File: config.mk
export PLATFORM = sky130hd
export DESIGN_NAME = flash_multi_flat
export DESIGN_NICKNAME = d
export VERILOG_FILES = /design/src/rtl/flash_multi_if.sv /design/src/rtl/flash_multi.sv /design/src/flat_wrapper.sv
export SDC_FILE = /design/constraint.sdc
export NUM_CORES = 1
export LEC_CHECK = 0
export CORE_MARGIN = 3
export CORE_UTILIZATION = 56
export CTS_BUF_LIST = sky130_fd_sc_hd__clkbuf_8
export DETAILED_ROUTE_END_ITERATION = 16
export GPL_TIMING_DRIVEN = 0
export HOLD_SLACK_MARGIN = 0.15
export PLACE_DENSITY = 0.88
export SYNTH_ARGS = -nofsm -noshare
export SYNTH_HDL_FRONTEND = slang
export SYNTH_SLANG_ARGS = --single-unit
File: constraint.sdc
create_clock -name clk -period 2.2 [get_ports clk]
set_clock_uncertainty 0.15 [all_clocks]
set_input_delay 0.33 -clock clk [delete_from_list [all_inputs] [get_ports clk]]
set_output_delay 0.33 -clock clk [all_outputs]
set_load 0.01 [all_outputs]
File: src/rtl/flash_multi_if.sv
// flash_multi_if: switch/mode inputs and LED/busy/done outputs for a bank of flash channels
interface flash_multi_if #(parameter int CH = 4);
    logic [CH-1:0] sw;
    logic [CH-1:0] mode;
    logic [CH-1:0] ld;
    logic [CH-1:0] busy;
    logic [CH-1:0] done;
    modport master (output sw, mode, input ld, busy, done);
    modport slave (input sw, mode, output ld, busy, done);
endinterface

File: src/rtl/flash_multi.sv
// flash_multi: independent per-channel LED flashers, one-shot burst or continuous while held
module flash_multi #(
    parameter int CH      = 4,
    parameter int ON_CYC  = 4,
    parameter int OFF_CYC = 4,
    parameter int PULSES  = 3
) (
    input logic         clk,
    input logic         rst,
    flash_multi_if.slave bus
);
    localparam int MX = (ON_CYC > OFF_CYC ? ON_CYC : OFF_CYC) > PULSES ?
                        (ON_CYC > OFF_CYC ? ON_CYC : OFF_CYC) : PULSES;
    localparam int CW = $clog2(MX + 1);
    typedef enum logic [1:0] {IDLE = 2'd0, ON = 2'd1, OFF = 2'd2} state_t;
    state_t        st_q [CH];
    state_t        st_d [CH];
    logic [CW-1:0] cnt_q [CH];
    logic [CW-1:0] cnt_d [CH];
    logic [CW-1:0] pc_q [CH];
    logic [CW-1:0] pc_d [CH];
    logic [CH-1:0] sw_q, mode_q, mode_d, ld_q, busy_q, done_q;
    always_comb begin
        st_d   = st_q;
        cnt_d  = cnt_q;
        pc_d   = pc_q;
        mode_d = mode_q;
        for (int i = 0; i < CH; i++) begin
            case (st_q[i])
                IDLE: if (bus.sw[i] && !sw_q[i]) begin
                    st_d[i]   = ON;
                    cnt_d[i]  = '0;
                    pc_d[i]   = '0;
                    mode_d[i] = bus.mode[i];
                end
                ON: begin
                    st_d[i]  = cnt_q[i] == CW'(ON_CYC - 1) ? OFF : ON;
                    cnt_d[i] = cnt_q[i] == CW'(ON_CYC - 1) ? '0 : cnt_q[i] + CW'(1);
                end
                OFF: if (cnt_q[i] == CW'(OFF_CYC - 1)) begin
                    cnt_d[i] = '0;
                    // continuous mode decides on the live switch; one-shot on completed pulses
                    st_d[i]  = (mode_q[i] ? !bus.sw[i] : pc_q[i] == CW'(PULSES - 1)) ? IDLE : ON;
                    pc_d[i]  = mode_q[i] ? pc_q[i] : pc_q[i] + CW'(1);
                end else cnt_d[i] = cnt_q[i] + CW'(1);
                default: st_d[i] = IDLE;
            endcase
        end
    end
    always_ff @(posedge clk) begin
        sw_q <= bus.sw;
        if (rst) begin
            for (int i = 0; i < CH; i++) begin
                st_q[i]  <= IDLE;
                cnt_q[i] <= '0;
                pc_q[i]  <= '0;
            end
            mode_q <= '0;
            ld_q   <= '0;
            busy_q <= '0;
            done_q <= '0;
        end else begin
            st_q   <= st_d;
            cnt_q  <= cnt_d;
            pc_q   <= pc_d;
            mode_q <= mode_d;
            for (int i = 0; i < CH; i++) begin
                ld_q[i]   <= st_d[i] == ON;
                busy_q[i] <= st_d[i] != IDLE;
                done_q[i] <= st_q[i] == OFF && st_d[i] == IDLE;
            end
        end
    end
    assign bus.ld   = ld_q;
    assign bus.busy = busy_q;
    assign bus.done = done_q;
endmodule

File: src/flat_wrapper.sv
// flat-port wrapper written by rule: the top's interface ports become plain ports
module flash_multi_flat 
#(
    parameter int CH      = 4,
    parameter int ON_CYC  = 4,
    parameter int OFF_CYC = 4,
    parameter int PULSES  = 3
)
  (clk, rst, bus_sw, bus_mode, bus_ld, bus_busy, bus_done);
  flash_multi_if #(.CH(CH)) bus_i ();
  input logic clk;
  input logic rst;
  input wire logic [$bits(bus_i.sw)-1:0] bus_sw;
  input wire logic [$bits(bus_i.mode)-1:0] bus_mode;
  output wire logic [$bits(bus_i.ld)-1:0] bus_ld;
  output wire logic [$bits(bus_i.busy)-1:0] bus_busy;
  output wire logic [$bits(bus_i.done)-1:0] bus_done;
  assign bus_i.sw = bus_sw;
  assign bus_i.mode = bus_mode;
  assign bus_ld = bus_i.ld;
  assign bus_busy = bus_i.busy;
  assign bus_done = bus_i.done;
  flash_multi #(.CH(CH), .ON_CYC(ON_CYC), .OFF_CYC(OFF_CYC), .PULSES(PULSES)) u_core (.clk(clk), .rst(rst), .bus(bus_i));
endmodule
# --- After elaboration in Yosys (flattened, before gate mapping) ---
# Cells that the tools add are included.
totals:
  register_bits: 52
  inputBits: 10
classes:
  add_sub_neg: 8
  n_eq_ne: 32
  muxes: 48
  n_reduce_logical: 52
ops:
  columns: ["operator", "n"]
  rows:
  - ["3-bit 2-to-1 mux", 16]
  - ["3-bit one-hot mux with 2 select lines", 8]
  - ["3-bit by 1-bit adder with 3-bit output (second input constant)", 8]
  - ["3-bit by 2-bit == test with 1-bit output (second input constant)", 8]
  - ["2-bit 2-to-1 mux", 12]
  - ["2-bit one-hot mux with 3 select lines", 4]
  - ["2-bit nonzero test", 12]
  - ["2-bit by 1-bit == test with 1-bit output (second input constant)", 8]
  - ["2-bit zero test", 8]
  - ["2-bit by 1-bit inequality test with 1-bit output (second input constant)", 8]
  - ["2-bit AND reduction", 8]
  - ["4-bit AND reduction", 4]
  - ["2-bit == test (second input constant)", 4]
  - ["1-bit logical AND", 8]
  - ["1-bit zero test", 8]
  - ["1-bit 2-to-1 mux", 8]
  - ["2-bit inequality test (second input constant)", 4]
  - ["2-bit OR reduction", 4]

# --- Longest topological paths before layout ---
logic_depth:
  ltp_word: 7
  mapped_depth: 7

# --- Least setup slack after synthesis ---
# No wires, ideal clock.
synth_timing:
  path_type: "reg-to-reg"
  from: "register u_core.st_q[0] in the netlist's numbering"
  to: "register u_core.done_q[3], in the netlist u_core.bus.done[3]"
  arrival_time_ns: 1.570
  required_ns: 1.990
  path_slack_ns: 0.421
  stages_incl_launch_ff: 8
  n_path_buf: 1
  period_less_slack_ns: 1.779
  cell_sequence: "dfxtp_1 inv_1 ha_1 buf_2 nand3b_2 nand2_1 a2111oi_2 a41o_1"
synth_between:
  elab_chain_cells: 4
  word_cells_on_any_way: 8
  classes_between: "2 x eq/ne; 3 x mux; 3 x reduce/logical"
synth_rtl:
  columns: ["element", "line_no", "source"]
  rows:
  - ["from (decl)", "flash_multi.sv:16", "state_t st_q [CH];"]
  - ["from (signal assigned)", "flash_multi.sv:63", "st_q <= st_d;"]
  - ["2-bit == test (tied with other cells)", "flash_multi.sv:29, flash_multi.sv:70", null]
  - ["2-bit one-hot mux with 3 select lines", "flash_multi.sv:29", "case (st_q[i])"]
  - ["2-bit zero test", "flash_multi.sv:70", "done_q[i] <= st_q[i] == OFF && st_d[i] == IDLE;"]
  - ["1-bit logical AND (*)", "flash_multi.sv:70", null]
  - ["to (signal assigned)", "flash_multi.sv:61", "done_q <= '0;"]
  - ["to (signal, indexed assignment)", "flash_multi.sv:70", null]
  - ["to (decl)", "flash_multi.sv:22", "logic [CH-1:0] sw_q, mode_q, mode_d, ld_q, busy_q, done_q;"]
# Every way passes the cells marked *; elsewhere a longest branch is shown, timed or not.
# A chain may end at the register's enable or synchronous reset.

# --- Worst setup path in the final report ---
# Same ends and word-level chain as after synthesis.

==> impl_results.md <==
- Status: finished, final reports clean
- Max Fclk: 481 MHz
- Synth Area per Inst: 9.05 um2
- R2R Path Start: u_core.st_q[0]
- Crit path from: u_core.st_q[0]
- Asr flop ratio synth: 0%
- Pwr/cell area: 621 mW/mm2
- Area delta synth->final: 13.5%
- CP required: 2.31 ns
- Final setup fails: 0
- Row count: 24
- Stages on the worst setup path: 7
- Post-Syn Instances: about 300
- Logic pwr share: 19.0%
- Die height: around 76 um
- Clock transition at path regs: around 0.10 ns
- First-pass GRT wire length: around 9.8 mm
- Worst setup path category: flip-flop to flip-flop
- Slew HR: 60.4%
- GRT Overall Usage: 20.3%
- Largest net degree at the start of global routing: 18
- Critical-path cell list: inv_1 -> ha_1 -> buf_2 -> nand3b_2 -> nand2_1 -> a2111oi_2 -> a41o_1
- Antenna violations before repair: 0
- FF-to-FF path depth: 7
- Yosys cell types: between 50 and 60
- Syn nets: 342
- Root Buffer: clkbuf_8
- Setup ws final: between 0.1 and 0.15 ns
- Worst path arrival time: ~2.2 ns
- Antenna cells: 0
- Die area: 0.00579 mm2
- Int Pwr: around 0.0014 W
- Post-route minimum period: 2.08 ns
- Tot Pwr: 0.00194 W
- Register area share after synthesis: 37.9%
- Sw Pwr: approximately 0.00056 W
- Top_reg_cell synth: dfxtp_1
- Clk sink count: 52
- PostCTS Resize Cnt: 0
- Sequential share of power: 52.3%
- Post-Route WL: between 5 and 6 mm
- Leakage power: 1.33 nW
- Hold-fix buffers, CTS: 0
- Post-Synth XOR/XNOR Area: 0%
- Yosys reg bits: 52
- Hold slack: between 0.15 and 0.2 ns
- Crit Path Max Fanout: 8
- DRC viols: 0
- Vias: 2265
- Routability cong.: 0.854
- Largest family of logic cells by synthesized area: simple AND/OR/NAND/NOR gates
- Vias/cell: 5.71
- Die Wd: about 76 um
- VDD IR-drop max: 404 uV
- Vias in the first global route: 2211
- Hold Path Class: input port to flip-flop
- Crit path max-delay family: compound AO/OA/AOI/OAI gates
- Tightest Pin Transition: around 0.59 ns
- Syn. warnings: 0
- Layout cells sized above 1: 7.23%
- Sw Share: 28.9%
- Clk Latency, worst-skew pair: between 0.3 and 0.4 ns
- Simple-Gate Fraction of Synth Area: 20.4%
- Buffers on Ports: 20
- Fin crit share: a little over nine tenths
- Initial core utilization: between 60 and 70%
- Wire per inst: 14.2 um
- Pre-CTS setup slack: about 0.08 ns
- Gr ovfl total: 0
- Core box area: 0.00453 mm2
- Final nets: about 370
- Max Buffers Root-to-Sink: 2
- Final-layout fill cell count: around 370
- EDFF count, synth: 0
- Post-synthesis cell area: about 0.0028 mm2
- Post-DP HPWL: 4.13 mm
- Num ports: 22
- CP Capture Type: flip-flop
- Slowest cell on crit path: a2111oi_2
- Reg2reg end: u_core.bus.done[3]
- CP Capture Point: u_core.bus.done[3]
- RSZ-0062 raised after global routing: no
- Num CTS Buffers: 5
- MaxCap Viol Count: 0
- Hold depth: 2
- CTS tree: built
- Post-CTS Setup Inserts: 0
- Post-Synth Adder-Cell Area: 12.7%
- Flop2flop setup slack: ~0.12 ns
- Final hold violations: 0
- DRT iter0 DRCs: 151
- Setup crit start kind: flip-flop
- Post-synthesis mux area share: 3.64%
- Worst path max stage delay: around 0.53 ns
- Critical path buffer and inverter count: 2
- Clock share of power: 28.7%
- TNS Setup: 0 ns
- Antenna-violating nets left: 0
- Slew Limit Fails: 0
- H-tree lvl count: 2
- Synth Area in Compound Gates: 20.2%
- DRT Pass-1 Iters: 4
power by group through the flow:
stage / clock, W / combinational [W] / sequential [W]
floorplan: 0 / 0.000241 / 0.00104
global placement: 0 / 0.000347 / 0.00103
detailed placement: 0 / 0.000363 / 0.00103
CTS: 0.000565 / 0.000367 / 0.00101
global route: 0.000624 / 0.000409 / 0.00102
finish: 0.000557 / 0.000368 / 0.00101
cells by family (layout without fill, tap and decap cells):
| kind of cell | after synthesis | in the layout |
|---|---|---|
| compound gates | 75 | 75 |
| flops | 52 | 52 |
| simple gates | 104 | 104 |
| fa+ha+maj | 28 | 28 |
| mux | 10 | 10 |
| buf+inv | 35 | 63 |
through the flow:
| stage | instance area [um2] | cells | utilization [%] |
|---|---|---|---|
| final | 3120 | 397 | 68.8 |
| after global routing | 3120 | 397 | 68.8 |
| after CTS | 3120 | 397 | 68.8 |
| after detailed placement | 3030 | 389 | 66.9 |
| after global placement | 3030 | 389 | 66.9 |
| after floorplan | 2750 | 304 | - |
synth_stat cells (4+ instances only):
| master | number | area (um2) |
|---|---|---|
| a211oi_1 | 4 | 30.0 |
| a21oi_1 | 16 | 80.1 |
| a22oi_1 | 5 | 37.5 |
| a311oi_1 | 4 | 35.0 |
| a32oi_1 | 4 | 35.0 |
| and3_1 | 6 | 37.5 |
| dfxtp_1 | 52 | 1040 |
| ha_1 | 28 | 350 |
| inv_1 | 28 | 105 |
| mux2i_1 | 10 | 100 |
| nand2_1 | 19 | 71.3 |
| nand2b_1 | 11 | 68.8 |
| nand3_1 | 5 | 25.0 |
| nor2_1 | 32 | 120 |
| nor2b_1 | 4 | 25.0 |
| nor3_1 | 7 | 35.0 |
| o21ai_0 | 13 | 65.1 |
cell usage in the layout, fill, tap and decap left out, types with 4 or more instances in the layout:
cell type        netlist  final
nand2b_1              11     11
a211oi_1               4      4
nand2_1               19     19
nor2b_1                4      4
and3_1                 6      6
a22oi_1                5      5
a21oi_1               16     16
nor3_1                 7      7
dfxtp_1               52     52
clkbuf_8               0      5
nand3_1                5      5
a32oi_1                4      4
mux2i_1               10     10
a311oi_1               4      4
ha_1                  28     28
o21ai_0               13     13
clkdlybuf4s50_1        0     20
nor2_1                32     32
inv_1                 28     28
layer usage:
layer | vias up | track usage [%] | part of all wire, %
met2 | 52 | 34.0 | 47
met4 | 0 | 8.88 | 2.5
met1 | 1058 | 25.7 | 47
li1 | 1142 | - | -
met5 | - | 0 | 0
met3 | 13 | 3.31 | 3.7
worst min path at each step:
stage,startpoint,to
2_1_floorplan,bus_sw[0],u_core.sw_q[0]
5_1_grt,rst,u_core.bus.ld[2]
6_report,rst,u_core.bus.ld[2]
4_1_cts,rst,u_core.bus.ld[2]
3_3_place_gp,u_core.pc_q[9],u_core.pc_q[9]
3_5_place_dp,u_core.pc_q[9],u_core.pc_q[9]
area by class of cell:
class / count / area (um2) / share of cell area, %
inverters: 28 / 105 / 3.37
flip-flops and latches: 52 / 1040 / 33.3
multi-input cells: 217 / 1570 / 50.2
well taps: 65 / 81.3 / 2.61
clock inverters: 3 / 21.3 / 0.681
repair buffers: 20 / 200 / 6.41
plain buffers: 7 / 36.3 / 1.16
clock buffers: 5 / 68.8 / 2.20
flip-flops by register name, summed over array words and instances (netlist names):
| name | flops |
|---|---|
| u_core.bus.busy | 4 |
| u_core.mode_q | 4 |
| u_core.st_q | 8 |
| u_core.pc_q | 12 |
| u_core.sw_q | 4 |
| u_core.bus.done | 4 |
| u_core.bus.ld | 4 |
| u_core.cnt_q | 12 |
Power figures use the tool's default switching activity.
